### config.mk
export PLATFORM = sky130hd
export DESIGN_NAME = uart_rx_frame_tracker_flat
export DESIGN_NICKNAME = d
export VERILOG_FILES = /design/src/rtl/uart_rx_pkg.sv /design/src/rtl/uart_rx_frame_tracker_if.sv /design/src/rtl/uart_rx_bit_sampler.sv /design/src/rtl/uart_rx_frame_tracker.sv /design/src/flat_wrapper.sv
export SDC_FILE = /design/constraint.sdc
export NUM_CORES = 1
export LEC_CHECK = 0
export ABC_AREA = 1
export CORE_MARGIN = 3
export CORE_UTILIZATION = 53
export DETAILED_ROUTE_END_ITERATION = 12
export GPL_ROUTABILITY_DRIVEN = 0
export PLACE_DENSITY = 0.85
export SLEW_MARGIN = 10
export SYNTH_ARGS = -nofsm -noshare
export SYNTH_HDL_FRONTEND = slang
export SYNTH_SLANG_ARGS = --single-unit
export TNS_END_PERCENT = 100
### constraint.sdc
create_clock -name clk -period 1.9 [get_ports clk]
set_clock_uncertainty 0.05 [all_clocks]
set_input_delay 0.38 -clock clk [delete_from_list [all_inputs] [get_ports clk]]
set_output_delay 0.38 -clock clk [all_outputs]
set_load 0.05 [all_outputs]
### src/rtl/uart_rx_pkg.sv
// Shared types and constants for the oversampled UART receive front end.
package uart_rx_pkg;

    typedef enum logic [1:0] {
        IDLE,
        VERIFY,
        RECEIVE
    } state_t;

    localparam int DEFAULT_OVERSAMPLE = 16;

    // Start bit + data + optional parity + stop bit(s).
    function automatic int frame_bits(int data_width, int parity_enabled, int stop_bits);
        return 1 + data_width + parity_enabled + stop_bits;
    endfunction

endpackage

### src/rtl/uart_rx_frame_tracker_if.sv
// Tick/line inputs and frame-tracking outputs of the Rx front end.
// The slave side is the tracker; the master side is the synchroniser/consumer.
interface uart_rx_frame_tracker_if #(
    parameter int IDX_W = 4
);
    logic             baud_tick;
    logic             serial_in_synced;
    logic             start_detected;
    logic             false_start;
    logic             frame_active;
    logic             sample_strobe;
    logic             sampled_bit;
    logic [IDX_W-1:0] bit_index;
    logic             frame_done;
    logic             framing_error;

    modport master (
        output baud_tick, serial_in_synced,
        input  start_detected, false_start, frame_active, sample_strobe,
               sampled_bit, bit_index, frame_done, framing_error
    );

    modport slave (
        input  baud_tick, serial_in_synced,
        output start_detected, false_start, frame_active, sample_strobe,
               sampled_bit, bit_index, frame_done, framing_error
    );
endinterface

### src/rtl/uart_rx_bit_sampler.sv
// Tick counter and mid-bit decision for the Rx front end.
// Optional macro UART_RX_MAJORITY_VOTE_EN: 2-of-3 vote over three consecutive
// ticks around mid-bit, with the decision moved one tick later.
module uart_rx_bit_sampler
    import uart_rx_pkg::*;
#(
    parameter int OVERSAMPLE = DEFAULT_OVERSAMPLE
) (
    input  logic   clk,
    input  logic   reset,
    input  logic   baud_tick,
    input  logic   line,
    input  state_t state,
    output logic   decide,
    output logic   bit_val
);
    localparam int CW = $clog2(OVERSAMPLE);
`ifdef UART_RX_MAJORITY_VOTE_EN
    localparam int DECIDE_AT = OVERSAMPLE / 2 + 1;
`else
    localparam int DECIDE_AT = OVERSAMPLE / 2;
`endif

    logic [CW-1:0] tick_cnt;
    logic [CW-1:0] cnt_inc;

    assign cnt_inc = tick_cnt + 1'b1;

    // Decision tick: mid-bit of the start bit in VERIFY, counter wrap in RECEIVE.
    always_comb begin
        decide = 1'b0;
        if (baud_tick) begin
            case (state)
                VERIFY:  decide = (cnt_inc == CW'(DECIDE_AT));
                RECEIVE: decide = (tick_cnt == CW'(OVERSAMPLE - 1));
                default: decide = 1'b0;
            endcase
        end
    end

    // Counter restarts at every decision so the next one lands one bit period later.
    always_ff @(posedge clk) begin
        if (reset)
            tick_cnt <= '0;
        else if (baud_tick)
            tick_cnt <= (state == IDLE || decide) ? '0 : cnt_inc;
    end

`ifdef UART_RX_MAJORITY_VOTE_EN
    logic [1:0] hist;

    // Keep the two previous tick samples; with the current one they form the vote window.
    always_ff @(posedge clk) begin
        if (reset)
            hist <= 2'b11;
        else if (baud_tick)
            hist <= {hist[0], line};
    end

    assign bit_val = (hist[1] & hist[0]) | (hist[1] & line) | (hist[0] & line);
`else
    assign bit_val = line;
`endif

endmodule

### src/rtl/uart_rx_frame_tracker.sv
// Oversampled UART Rx frame tracker: start-bit validation, per-bit sample
// strobes with index, and stop-bit check. All outputs are registered.
// Optional macro UART_RX_MAJORITY_VOTE_EN (see uart_rx_bit_sampler).
module uart_rx_frame_tracker
    import uart_rx_pkg::*;
#(
    parameter int DATA_WIDTH     = 8,
    parameter int PARITY_ENABLED = 1,
    parameter int STOP_BITS      = 1,
    parameter int OVERSAMPLE     = DEFAULT_OVERSAMPLE
) (
    input logic clk,
    input logic reset,
    uart_rx_frame_tracker_if.slave bus
);
    localparam int FRAME_BITS = frame_bits(DATA_WIDTH, PARITY_ENABLED, STOP_BITS);
    localparam int IDX_W      = $clog2(FRAME_BITS);
    localparam int STOP_FIRST = FRAME_BITS - STOP_BITS;

    state_t           state, state_nxt;
    logic             prev_line, fall_edge, decide, bit_val;
    logic             start_detected, false_start, frame_active, sample_strobe;
    logic             sampled_bit, frame_done, framing_error, stop_err;
    logic [IDX_W-1:0] bit_index;
    logic             start_nxt, false_nxt, active_nxt, strobe_nxt, bit_nxt;
    logic             done_nxt, ferr_nxt, serr_nxt;
    logic [IDX_W-1:0] idx_nxt;

    assign fall_edge = bus.baud_tick && prev_line && !bus.serial_in_synced;

    uart_rx_bit_sampler #(.OVERSAMPLE(OVERSAMPLE)) u_sampler (
        .clk     (clk),
        .reset   (reset),
        .baud_tick(bus.baud_tick),
        .line    (bus.serial_in_synced),
        .state   (state),
        .decide  (decide),
        .bit_val (bit_val)
    );

    // State register.
    always_ff @(posedge clk) begin
        if (reset) state <= IDLE;
        else       state <= state_nxt;
    end

    // Next state and next output values; pulses default low, levels hold.
    always_comb begin
        state_nxt  = state;
        start_nxt  = 1'b0;
        false_nxt  = 1'b0;
        strobe_nxt = 1'b0;
        done_nxt   = 1'b0;
        bit_nxt    = sampled_bit;
        idx_nxt    = bit_index;
        active_nxt = frame_active;
        ferr_nxt   = framing_error;
        serr_nxt   = stop_err;
        case (state)
            IDLE: begin
                idx_nxt = '0;
                if (fall_edge) begin
                    state_nxt  = VERIFY;
                    active_nxt = 1'b1;
                end
            end
            VERIFY: begin
                if (decide) begin
                    if (!bit_val) begin
                        state_nxt  = RECEIVE;
                        start_nxt  = 1'b1;
                        strobe_nxt = 1'b1;
                        bit_nxt    = 1'b0;
                        idx_nxt    = '0;
                        serr_nxt   = 1'b0;
                    end else begin
                        state_nxt  = IDLE;
                        false_nxt  = 1'b1;
                        active_nxt = 1'b0;
                    end
                end
            end
            RECEIVE: begin
                if (decide) begin
                    strobe_nxt = 1'b1;
                    bit_nxt    = bit_val;
                    idx_nxt    = bit_index + 1'b1;
                    if (idx_nxt >= IDX_W'(STOP_FIRST) && !bit_val)
                        serr_nxt = 1'b1;
                    if (bit_index == IDX_W'(FRAME_BITS - 2)) begin
                        state_nxt  = IDLE;
                        done_nxt   = 1'b1;
                        ferr_nxt   = serr_nxt;
                        active_nxt = 1'b0;
                    end
                end
            end
            default: state_nxt = IDLE;
        endcase
    end

    // Output registers and the edge-detect history.
    always_ff @(posedge clk) begin
        if (reset) begin
            prev_line      <= 1'b1;
            start_detected <= 1'b0;
            false_start    <= 1'b0;
            frame_active   <= 1'b0;
            sample_strobe  <= 1'b0;
            sampled_bit    <= 1'b0;
            bit_index      <= '0;
            frame_done     <= 1'b0;
            framing_error  <= 1'b0;
            stop_err       <= 1'b0;
        end else begin
            if (bus.baud_tick) prev_line <= bus.serial_in_synced;
            start_detected <= start_nxt;
            false_start    <= false_nxt;
            frame_active   <= active_nxt;
            sample_strobe  <= strobe_nxt;
            sampled_bit    <= bit_nxt;
            bit_index      <= idx_nxt;
            frame_done     <= done_nxt;
            framing_error  <= ferr_nxt;
            stop_err       <= serr_nxt;
        end
    end

    assign bus.start_detected = start_detected;
    assign bus.false_start    = false_start;
    assign bus.frame_active   = frame_active;
    assign bus.sample_strobe  = sample_strobe;
    assign bus.sampled_bit    = sampled_bit;
    assign bus.bit_index      = bit_index;
    assign bus.frame_done     = frame_done;
    assign bus.framing_error  = framing_error;

endmodule

### src/flat_wrapper.sv
// flat-port wrapper written by rule: the top's interface ports become plain ports
module uart_rx_frame_tracker_flat import uart_rx_pkg::*;
#(
    parameter int DATA_WIDTH     = 8,
    parameter int PARITY_ENABLED = 1,
    parameter int STOP_BITS      = 1,
    parameter int OVERSAMPLE     = DEFAULT_OVERSAMPLE
)
  (clk, reset, bus_baud_tick, bus_serial_in_synced, bus_start_detected, bus_false_start, bus_frame_active, bus_sample_strobe, bus_sampled_bit, bus_bit_index, bus_frame_done, bus_framing_error);
  uart_rx_frame_tracker_if #(.IDX_W(4)) bus_i ();
  input logic clk;
  input logic reset;
  input wire logic [$bits(bus_i.baud_tick)-1:0] bus_baud_tick;
  input wire logic [$bits(bus_i.serial_in_synced)-1:0] bus_serial_in_synced;
  output wire logic [$bits(bus_i.start_detected)-1:0] bus_start_detected;
  output wire logic [$bits(bus_i.false_start)-1:0] bus_false_start;
  output wire logic [$bits(bus_i.frame_active)-1:0] bus_frame_active;
  output wire logic [$bits(bus_i.sample_strobe)-1:0] bus_sample_strobe;
  output wire logic [$bits(bus_i.sampled_bit)-1:0] bus_sampled_bit;
  output wire logic [$bits(bus_i.bit_index)-1:0] bus_bit_index;
  output wire logic [$bits(bus_i.frame_done)-1:0] bus_frame_done;
  output wire logic [$bits(bus_i.framing_error)-1:0] bus_framing_error;
  assign bus_i.baud_tick = bus_baud_tick;
  assign bus_i.serial_in_synced = bus_serial_in_synced;
  assign bus_start_detected = bus_i.start_detected;
  assign bus_false_start = bus_i.false_start;
  assign bus_frame_active = bus_i.frame_active;
  assign bus_sample_strobe = bus_i.sample_strobe;
  assign bus_sampled_bit = bus_i.sampled_bit;
  assign bus_bit_index = bus_i.bit_index;
  assign bus_frame_done = bus_i.frame_done;
  assign bus_framing_error = bus_i.framing_error;
  uart_rx_frame_tracker #(.DATA_WIDTH(DATA_WIDTH), .PARITY_ENABLED(PARITY_ENABLED), .STOP_BITS(STOP_BITS), .OVERSAMPLE(OVERSAMPLE)) u_core (.clk(clk), .reset(reset), .bus(bus_i));
endmodule
# --- Word-level counts from Yosys, hierarchy flattened ---
# Cells that the tools add are included.
op_classes:
  addsub: 2
  n_lt_le_gt_ge: 1
  eq_ne: 11
  mux: 32
  bitwise_logic: 3
  n_reduce_logical: 16
ops:
  columns: ["op", "n"]
  rows:
  - ["2-to-1 mux 1 bit", 16]
  - ["2-to-1 mux 4 bit", 4]
  - ["equality test 4 bit, second input constant", 3]
  - ["case mux 4 bit (3 select lines)", 1]
  - ["AND reduction 4 bit", 3]
  - ["2-to-1 mux 2 bit", 5]
  - ["adder 4 x 1 -> 4 bit, second input constant", 2]
  - ["!= test 2 bit, second input constant", 4]
  - ["case mux 1 bit (2 select lines)", 4]
  - ["case mux 2 bit (3 select lines)", 1]
  - ["AND reduction 6 bit", 1]
  - ["OR reduction 3 bit", 2]
  - [">= comparator 4 bit, second input constant", 1]
  - ["!= test 2 x 1 -> 1 bit, second input constant", 2]
  - ["logical AND 1 bit", 3]
  - ["inverter 1 bit", 3]
  - ["case mux 1 bit (3 select lines)", 1]
  - ["AND reduction 3 bit", 1]
  - ["nonzero test 3 bit", 1]
  - ["equality test 2 x 1 -> 1 bit, second input constant", 1]
  - ["equality test 2 bit, second input constant", 1]
  - ["zero test 2 bit", 1]
  - ["nonzero test 2 bit", 1]
  - ["OR reduction 2 bit", 1]
  - ["2 further kinds", 2]
totals:
  regBits: 19
  in_bits: 4
  out_inout_bits: 11
  wordCells: 77

# --- Longest topological paths before layout ---
# Gate-level depths: netlist of the first run.
logic_depth:
  ltp_word: 6
  ltp_mapped: 13
  ltp_nobuf: 13

# --- Cells and area by module ---
# Synthesis of the first run repeated with hierarchy kept, for this count alone.
unflattened:
  hier_cells: 165
  hier_area_um2: 1124.8
by_module_without_submodules:
  columns: ["mod", "instances", "cells_per_inst", "area_per_inst_um2", "seq_area_each_um2"]
  rows:
  - ["uart_rx_frame_tracker", 1, 115, 800.8, 300.3]
  - ["uart_rx_bit_sampler", 1, 50, 324.1, 80.1]

# --- Least setup slack after synthesis of the first run ---
# OpenSTA, ideal clock, no wires.
synth_path:
  path_type: "reg-to-reg"
  start: "register u_core.bit_index[1] (netlist: u_core.bus.bit_index[1])"
  end: "register u_core.framing_error (netlist: u_core.bus.framing_error)"
  setup_ns: 0.113
  t_arrival_ns: 1.622
  t_required_ns: 1.737
  setup_slack_ns: 0.115
  path_stages_with_launch: 9
  path_buffers: 0
  period_less_slack_ns: 1.785
  path_cell_list: "dfxtp_1 > inv_1 > ha_1 > inv_1 > nor2_1 > nand2_1 > a31o_2 > nor2_1 > nor2_1"
synth_between:
  elab_chain_cells: 4
  word_cells_on_any_way: 6
  cone_classes: "add/sub: 1; order compare: 1; eq/ne: 1; mux: 1; reduce/logical: 2"
synth_lines:
  columns: ["element", "line_no", "text"]
  rows:
  - ["start, declared", "uart_rx_frame_tracker.sv:24", "logic [IDX_W-1:0] bit_index;"]
  - ["start signal, assigned", "uart_rx_frame_tracker.sv:122", "bit_index <= idx_nxt;"]
  - ["adder 4 x 1 -> 4 bit", "uart_rx_frame_tracker.sv:87", "idx_nxt = bit_index + 1'b1;"]
  - [">= comparator 4 bit", "uart_rx_frame_tracker.sv:88", "if (idx_nxt >= IDX_W'(STOP_FIRST) && !bit_val)"]
  - ["logical AND 1 bit", "uart_rx_frame_tracker.sv:88", null]
  - ["2-to-1 mux 1 bit", "uart_rx_frame_tracker.sv:88", null]
  - ["end signal, assigned", "uart_rx_frame_tracker.sv:124", "framing_error <= ferr_nxt;"]
  - ["end, declared", "uart_rx_frame_tracker.sv:23", "logic sampled_bit, frame_done, framing_error, stop_err;"]
# Parallel ways exist; a longest one is shown, timed or not.
# A chain may end at the register's enable or synchronous reset.

# --- Worst setup path after layout of the first run ---
layout_path:
  start: "register u_core.sample_strobe (netlist: u_core.bus.sample_strobe)"
  end: "output bus_sample_strobe"
layout_lines:
  columns: ["element", "line_no", "text"]
  rows:
  - ["start, declared", "uart_rx_frame_tracker.sv:22", "logic start_detected, false_start, frame_active, sample_strobe;"]
  - ["start signal, assigned", "uart_rx_frame_tracker.sv:120", "sample_strobe <= strobe_nxt;"]
  - ["end, declared", "flat_wrapper.sv:18", "output wire logic [$bits(bus_i.sample_strobe)-1:0] bus_sample_strobe;"]
# No word-level cell between the ends.

==> results.sh, run 1 <==
export IMPL_grtUsageTotal_pct=17.4
export IMPL_synth_xor_area_share_pct=1.62
export IMPL_yosysMostFrequentCell="nand2_1"
export IMPL_cts_htree_levels=1
export IMPL_drt_iter0_drc=29
export IMPL_fmax_mhz=541
export IMPL_cts_tree="done"
export IMPL_fin_util_pct=70.6
export IMPL_syn_area_mm2=0.00108
export IMPL_relSlewSlack_pct=66.5
export IMPL_avgSynthCellArea_um2=7.27
export IMPL_arrival_ns=1.42
export IMPL_synth_top_area_share_pct=35.1
export IMPL_peakVddDrop_v=0.000701
export IMPL_via_per_inst=4.95
export IMPL_drt_pass1_iter_count=4
export IMPL_cts_root_buffer="clkbuf_4"
export IMPL_cp_end_kind="output port"
export IMPL_placed_area_mm2=0.00125
export IMPL_cts_buffers=3
export IMPL_insertion_delay_ns=0.29
export IMPL_globalRouteOverflowTotal=0
export IMPL_ys_warn_count=0
export IMPL_maxSlewViolCount=0
export IMPL_worstMarginPinSlew_ns=0.502
export IMPL_grt_pass1_vias=869
export IMPL_clk_pin_slew_ns=0.11
export IMPL_ctsHoldBuffers=0
export IMPL_start_kind="flip-flop"
export IMPL_antenna_cells=0
export IMPL_rows=15
export IMPL_cp_slowest_cell="clkdlybuf4s50_1"
export IMPL_post_cts_buffers=0
export IMPL_synth_largest_area_cell="dfxtp_1"
export IMPL_synthAdderAreaFrac_pct=9.24
export IMPL_grt_first_pass_wirelength_um=3490
export IMPL_dp_hpwl_um=1630
export IMPL_synth_cell_types=26
export IMPL_layout_nets=181
export IMPL_dieHeight_um=51.2
export IMPL_worstPathRequired_ns=1.47
export IMPL_rsz0062_at_grt="false"
export IMPL_yosysSeqAreaShare_pct=35.1
export IMPL_syn2layout_area_growth_pct=18.6
export IMPL_fin_tns_setup_ns=0
export IMPL_ys_ff_latch=19
export IMPL_path_cells="clkdlybuf4s50_1"
export IMPL_start_util_pct=59.5
export IMPL_status="completed"
export IMPL_cts_sinks=19
export IMPL_wire_per_inst_um=10.7
export IMPL_drc=0
export IMPL_p_leak_nw=0.628
export IMPL_min_period_ns=1.85
export IMPL_synth_cells=149
export IMPL_path_buf_inv=1
export IMPL_grt_start_max_net_pins=12
export IMPL_antenna_found_initial=0
export IMPL_yosys_area_share_simple_pct=37.4
export IMPL_synth_top_family_by_area="simple AND/OR/NAND/NOR gates"
export IMPL_hold_path_class="reg -> reg"
export IMPL_core_region_area_mm2=0.00182
export IMPL_synthArstFlopShare_pct=0
export IMPL_synthMuxAreaShare_pct=0
export IMPL_wirelength_um=2070
export IMPL_yosys_top_cells_area="dfxtp_1 (35%), nand2_1 (14%), ha_1 (9.2%)"
export IMPL_postRouteAntennaNets=0
export IMPL_fin_crit_sh_pct=97.3
export IMPL_clockBufferDepth=2
export IMPL_cp_max_fo=1
export IMPL_synth_compound_area_share_pct=7.85
export IMPL_path_delay_family="buffers and inverters"
export IMPL_instances_no_fill=193
export IMPL_cellPowerDensity_mw_per_mm2=1130
export IMPL_final_area_mm2=0.00128
export IMPL_cap_viol_max_count=0
export IMPL_die_w_um=51.2
export IMPL_ys_flop_type="dfxtp_1"
export IMPL_ios=15
export IMPL_synth_net_count=161
export IMPL_final_hold_viol_count=0
export IMPL_die_area_mm2=0.00262
export IMPL_crit_type="reg -> out"
export IMPL_worst_path_largest_cell_delay_ns=0.80
export IMPL_vias=955
export IMPL_io_buffers=14
export IMPL_netlist_top_cells_count="nand2_1 (39), inv_1 (21), dfxtp_1 (19)"
export IMPL_synth_edf_count=0
export IMPL_dp_cells=189
export IMPL_drive_above_1_share_pct=17.9
export IMPL_fill_cells=153
export IMPL_setup_viol=0
registers in the layout (all words and copies together) (netlist names):
signal,cells
u_core.bus.bit_index,4
u_core.u_sampler.tick_cnt,4
u_core.state,2
u_core.bus.false_start,1
u_core.bus.frame_active,1
u_core.bus.frame_done,1
u_core.bus.framing_error,1
u_core.bus.sample_strobe,1
u_core.bus.sampled_bit,1
u_core.bus.start_detected,1
u_core.prev_line,1
u_core.stop_err,1
repair_timing:
item	CTS	global route
hold endpoints to repair	0	0
gates resized for setup	0	2
endpoints found under the setup margin	0	2
path summary, 6_finish.rpt:
kind,from,end,slack (ns),cells after the start
worst max-delay path,u_core.bus.sample_strobe$_SDFF_PP0_,bus_sample_strobe,0.05,1
worst min-delay path,u_core.stop_err$_SDFFE_PP0P_,u_core.stop_err$_SDFFE_PP0P_,0.43,2
worst max register to register,u_core.state[0]$_SDFFE_PP0P_,u_core.bus.framing_error$_SDFFE_PP0P_,0.22,9
worst min register to register,u_core.stop_err$_SDFFE_PP0P_,u_core.stop_err$_SDFFE_PP0P_,0.43,2
routing by layer:
| layer | wire (um) | up-vias | part of all wire [%] | global-route usage (%) |
|---|---|---|---|---|
| li1 | - | 507 | - | - |
| met1 | 1010 | 422 | 49 | 22.0 |
| met4 | 39 | 0 | 1.9 | 10.0 |
| met2 | 940 | 22 | 45 | 27.9 |
| met5 | 0 | - | 0 | 0 |
| met3 | 81 | 4 | 3.9 | 2.92 |
kinds of logic (layout without fill, tap and decap cells):
| family | after synthesis | in the layout |
|---|---|---|
| adders and majority gates | 8 | 8 |
| xor gates and xnor gates | 2 | 2 |
| AOI/OAI and AO/OA | 13 | 13 |
| and+or+nand+nor | 82 | 82 |
| buffers and inverters | 25 | 44 |
| DFF | 19 | 19 |
area by class of cell:
| type | instances | area (um2) | area share (%) |
|---|---|---|---|
| clock inverters | 1 | 5.00 | 0.389 |
| inverters | 24 | 90.1 | 7.01 |
| well taps | 25 | 31.3 | 2.43 |
| repair buffers | 16 | 148 | 11.5 |
| multi-input cells | 105 | 608 | 47.3 |
| clock buffers | 3 | 22.5 | 1.75 |
| flip-flops and latches | 19 | 380 | 29.6 |
metrics by stage:
step	worst slack, ns	power [W]	hold slack, ns
global placement	0.0778	0.00124	0.401
global route	0.00773	0.00157	0.440
CTS	0.00514	0.00147	0.424
finish	0.0512	0.00145	0.429
floorplan	0.115	0.00109	0.385
detailed placement	0.0489	0.00126	0.405
report_power, final:
| group | leakage (nW) | internal [W] | switching, W |
|---|---|---|---|
| registers | 0.154 | 0.000459 | 0.0000646 |
| logic | 0.456 | 0.000251 | 0.000478 |
| clock network | 0.0177 | 0.0000784 | 0.000124 |
| total | 0.628 | 0.000789 | 0.000666 |
layout by cell type, fill, tap and decap left out, types with 5 or more instances in the layout:
cell	netlist	routed
nand2_1	39	39
inv_1	21	21
dfxtp_1	19	19
nor2_1	15	15
nand3_1	9	9
ha_1	8	8
clkdlybuf4s50_1	0	7
buf_4	0	7
nand4_1	5	5
nand2_2	5	5
a21oi_1	5	5
Power figures use the tool's default switching activity.
==> run 2, diff against run 1 <==
Settings changed: CORE_UTILIZATION 53 to 35, CTS_CLUSTER_DIAMETER from default to 50, PLACE_DENSITY 0.85 to default, PLACE_DENSITY_LB_ADDON from default to 0.3.
==> results.sh, run 2 (synthesis gave the netlist of run 1 again) <==
export IMPL_start_kind="flip-flop"
export IMPL_rsz0062_at_grt="false"
export IMPL_fmax_mhz=539
export IMPL_cts_repair_resized=0
export IMPL_antenna_cells=0
export IMPL_cts_tree="done"
export IMPL_cp_max_fo=1
export IMPL_cp_startpoint="u_core.bus.false_start$_SDFF_PP0_"
export IMPL_globalRouteOverflowTotal=0
export IMPL_min_period_ns=1.85
export IMPL_path_cells="clkdlybuf4s50_1"
export IMPL_worstHoldStart="u_core.stop_err$_SDFFE_PP0P_"
export IMPL_antenna_found_initial=0
export IMPL_cellPowerDensity_mw_per_mm2=1140
export IMPL_drc=0
export IMPL_reg_top3="u_core.bus.bit_index x4, u_core.u_sampler.tick_cnt x4, u_core.state x2"
export IMPL_mostFrequentLayoutCells="nand2_1 (39), inv_1 (21), dfxtp_1 (19)"
export IMPL_vias=946
export IMPL_setup_viol=0
export IMPL_core_region_area_mm2=0.00285
export IMPL_postRouteAntennaNets=0
export IMPL_reg2regPathDepth=8
export IMPL_cp_end_kind="output port"
export IMPL_syn2layout_area_growth_pct=18.8
export IMPL_drt_iter0_drc=44
export IMPL_crit_type="reg -> out"
export IMPL_hold_path_class="reg -> reg"
export IMPL_r2r_start="u_core.state[0]$_SDFFE_PP0P_"
export IMPL_final_area_mm2=0.00129
export IMPL_grt_first_pass_wirelength_um=3650
export IMPL_arrival_ns=1.42
export IMPL_cts_sinks=19
export IMPL_grt_pass1_vias=826
export IMPL_clk_pin_slew_ns=0.12
export IMPL_worstMarginPinSlew_ns=0.506
export IMPL_io_buffers=14
export IMPL_die_w_um=61.6
export IMPL_p_seq_share_pct=35.9
export IMPL_p_comb_share_pct=49.5
export IMPL_wire_per_inst_um=10.9
export IMPL_cap_viol_max_count=0
export IMPL_dieHeight_um=61.6
export IMPL_path_delay_family="buffers and inverters"
export IMPL_fill_cells=281
export IMPL_post_cts_buffers=0
export IMPL_status="completed"
export IMPL_intPower_w=0.000787
export IMPL_die_area_mm2=0.00380
export IMPL_fin_tns_setup_ns=0
export IMPL_worstHoldPathCells=2
export IMPL_worstPathRequired_ns=1.47
export IMPL_rows=19
export IMPL_worst_path_largest_cell_delay_ns=0.79
export IMPL_start_util_pct=38.0
export IMPL_cts_root_buffer="clkbuf_4"
export IMPL_final_hold_viol_count=0
export IMPL_hold_ws_ns=0.432
export IMPL_cts_htree_levels=1
export IMPL_fin_crit_sh_pct=97.6
export IMPL_cp_slowest_cell="clkdlybuf4s50_1"
export IMPL_clock_power_share_pct=14.7
export IMPL_maxSlewViolCount=0
export IMPL_grtUsageTotal_pct=13.1
export IMPL_p_leak_nw=0.632
export IMPL_relSlewSlack_pct=66.2
export IMPL_cp_depth=1
export IMPL_ctsHoldBuffers=0
export IMPL_placed_area_mm2=0.00125
export IMPL_dp_hpwl_um=1690
export IMPL_swShare_pct=46.2
export IMPL_grt_start_max_net_pins=12
export IMPL_path_buf_inv=1
export IMPL_via_per_inst=4.75
export IMPL_wirelength_um=2170
export IMPL_clockBufferDepth=2
export IMPL_peakVddDrop_v=0.000513
export IMPL_multi_input_area_um2=608
export IMPL_final_seq_area_um2=380
export IMPL_cts_buffers=3
export IMPL_p_sw_w=0.000677
export IMPL_final_common_cell="nand2_1"
export IMPL_drt_pass1_iter_count=4
export IMPL_insertion_delay_ns=0.31
export IMPL_layout_nets=181
export IMPL_fin_util_pct=45.1
export IMPL_drive_above_1_share_pct=19.0
export IMPL_ios=15
## run 2: cell count changes in the layout (fill, tap and decap cells not counted)
cell / change
clkdlybuf4s50_1: -2
buf_4: +2
## run 2: power groups by stage
stage	Clock [W]	Sequential, W	Combinational [W]
2_1_floorplan	0	0.000664	0.000429
6_report	0.000215	0.000525	0.000724
3_5_place_dp	0	0.000534	0.000727
3_3_place_gp	0	0.000528	0.000725
5_1_grt	0.000238	0.000536	0.000810
4_1_cts	0.000222	0.000526	0.000730
## run 2: final timing paths
kind                                                              to  slack, ns
worst max-delay path                                 bus_false_start       0.05
worst min-delay path                    u_core.stop_err$_SDFFE_PP0P_       0.43
worst max register to register  u_core.bus.frame_active$_SDFFE_PP0P_       0.24
worst min register to register          u_core.stop_err$_SDFFE_PP0P_       0.43
## run 2: area by class of cell
| cell class | count | area share (%) |
|---|---|---|
| well taps | 31 | 3.01 |
| flip-flops and latches | 19 | 29.5 |
| inverters | 24 | 7.00 |
| repair buffers | 16 | 11.1 |
| clock inverters | 1 | 0.389 |
| multi-input cells | 105 | 47.2 |
| clock buffers | 3 | 1.75 |
## run 2: stage by stage
stage | std cells | setup WS, ns | total power (W)
floorplan | 149 | 0.115 | 0.00109
global placement | 195 | 0.0402 | 0.00125
detailed placement | 195 | 0.0523 | 0.00126
CTS | 199 | 0.0223 | 0.00148
global route | 199 | 0.00493 | 0.00158
finish | 199 | 0.0459 | 0.00146
## run 2: per-layer routing
metal,routed length (um),GRT usage [%],part of all wire [%]
met3,87,3.14,4.0
met5,0,0,0
met2,948,20.3,44
met4,40,6.36,1.8
met1,1090,17.1,50
==> run 3, diff against run 2 <==
Settings changed: CAP_MARGIN from default to 10, CTS_CLUSTER_DIAMETER 50 to default, DONT_BUFFER_PORTS from default to 1.
==> results.sh, run 3 (synthesis gave the netlist of run 1 again) <==
export IMPL_hold_ws_ns=0.0776
export IMPL_cts_tree="done"
export IMPL_top_usage_layer="met2"
export IMPL_ios=15
export IMPL_drt_pass1_iter_count=5
export IMPL_fill_cells=297
export IMPL_grt_pass1_vias=791
export IMPL_worstHoldPathCells=1
export IMPL_wire_per_inst_um=10.9
export IMPL_rsz0062_at_grt="false"
export IMPL_status="completed"
export IMPL_drc=0
export IMPL_reg_top3="u_core.bus.bit_index x4, u_core.u_sampler.tick_cnt x4, u_core.state x2"
export IMPL_cp_slowest_cell="dfxtp_1"
export IMPL_crit_type="reg -> reg"
export IMPL_via_per_inst=4.69
export IMPL_worstPathRequired_ns=2.06
export IMPL_drive_above_1_share_pct=17.3
export IMPL_p_leak_nw=0.544
export IMPL_ctsHoldBuffers=0
export IMPL_fin_util_pct=41.2
export IMPL_die_w_um=61.6
export IMPL_clockBufferDepth=2
export IMPL_cts_htree_levels=1
export IMPL_use_met2_pct=18.1
export IMPL_mostFrequentLayoutCells="nand2_1 (39), inv_1 (21), dfxtp_1 (19)"
export IMPL_maxSlewViolCount=0
export IMPL_post_cts_buffers=0
export IMPL_die_area_mm2=0.00380
export IMPL_insertion_delay_ns=0.30
export IMPL_core_region_area_mm2=0.00285
export IMPL_rows=19
export IMPL_fin_crit_sh_pct=86.4
export IMPL_use_met1_pct=17.1
export IMPL_final_common_cell="nand2_1"
export IMPL_vias=877
export IMPL_clk_pin_slew_ns=0.12
export IMPL_cp_common_cell="inv_1"
export IMPL_drt_iter0_drc=21
export IMPL_wirelength_um=2030
export IMPL_cts_sinks=19
export IMPL_dieHeight_um=61.6
export IMPL_worstMarginPinSlew_ns=0.510
export IMPL_min_period_ns=1.64
export IMPL_cts_repair_resized=0
export IMPL_postRouteAntennaNets=0
export IMPL_relSlewSlack_pct=66.0
export IMPL_cp_end_kind="flip-flop"
export IMPL_syn2layout_area_growth_pct=8.43
export IMPL_antenna_found_initial=0
export IMPL_power_w=0.00143
export IMPL_setup_viol=0
export IMPL_cts_buffers=3
export IMPL_arrival_ns=1.80
export IMPL_start_kind="flip-flop"
export IMPL_io_buffers=0
export IMPL_dp_hpwl_um=1590
export IMPL_final_hold_viol_count=0
export IMPL_cap_viol_max_count=0
export IMPL_grt_first_pass_wirelength_um=3550
export IMPL_reg2regPathDepth=8
export IMPL_cellPowerDensity_mw_per_mm2=1220
export IMPL_grt_use_met3_pct=4.40
export IMPL_start_util_pct=38.0
export IMPL_grt_start_max_net_pins=12
export IMPL_cp_max_fo=5
export IMPL_globalRouteOverflowTotal=0
export IMPL_worst_path_largest_cell_delay_ns=0.41
export IMPL_fmax_mhz=609
export IMPL_antenna_cells=0
export IMPL_layout_nets=169
export IMPL_path_cells="inv_1, ha_1, inv_1, o21ai_0, nor3_1, nand3_1, nand2_1, nor2_1"
export IMPL_grtUsageTotal_pct=12.5
export IMPL_hold_path_class="in -> reg"
export IMPL_peakVddDrop_v=0.000480
export IMPL_fin_tns_setup_ns=0
export IMPL_cts_root_buffer="clkbuf_4"
[run 3: cell types whose count changed in the layout (fill, tap and decap cells not counted), sizes merged]
cell	before	now
clkdlybuf4s50	5	0
buf	9	4
dlymetal6s2s	2	0
[run 3: power breakdown]
part           internal, W  leakage [nW]  switching, W
Sequential        0.000459         0.154     0.0000947
Clock            0.0000784        0.0177      0.000131
Combinational     0.000230         0.372      0.000439
[run 3: metal layers]
| metal | wire (um) | up-vias |
|---|---|---|
| met4 | 29 | 0 |
| met2 | 839 | 18 |
| li1 | - | 482 |
| met5 | 0 | - |
| met1 | 1040 | 373 |
| met3 | 129 | 4 |
[run 3: layout make-up]
class	instances	area, um2	share of cell area (%)
clock buffers	3	22.5	1.92
clock inverters	1	5.00	0.426
inverters	24	90.1	7.67
multi-input cells	105	608	51.8
flip-flops and latches	19	380	32.4
well taps	31	38.8	3.30
repair buffers	4	30.0	2.56
[run 3: worst paths after layout]
| kind | start | to | slack (ns) |
|---|---|---|---|
| min | reset | u_core.u_sampler.tick_cnt[1]$_SDFFE_PP0P_ | 0.08 |
| max | u_core.state[0]$_SDFFE_PP0P_ | u_core.bus.frame_active$_SDFFE_PP0P_ | 0.26 |
| min reg2reg | u_core.stop_err$_SDFFE_PP0P_ | u_core.stop_err$_SDFFE_PP0P_ | 0.43 |
| max reg2reg | u_core.state[0]$_SDFFE_PP0P_ | u_core.bus.frame_active$_SDFFE_PP0P_ | 0.26 |
[run 3: through the flow]
| stage | area, um2 | worst slack, ns | instances |
|---|---|---|---|
| after floorplan | 1080 | 0.115 | 149 |
| after detailed placement | 1150 | 0.237 | 183 |
| after global routing | 1170 | 0.00131 | 187 |
| after global placement | 1150 | 0.253 | 183 |
| final | 1170 | 0.259 | 187 |
| after CTS | 1170 | 0.223 | 187 |
[run 3: worst max-delay path, delay by kind of cell, from the launching register on]
kind                       cells  cell delay (ns)
and+or+nand+nor                4             0.42
DFF                            1             0.41
adders and majority gates      1             0.27
buffers and inverters          2             0.25
AOI/OAI and AO/OA              1             0.15
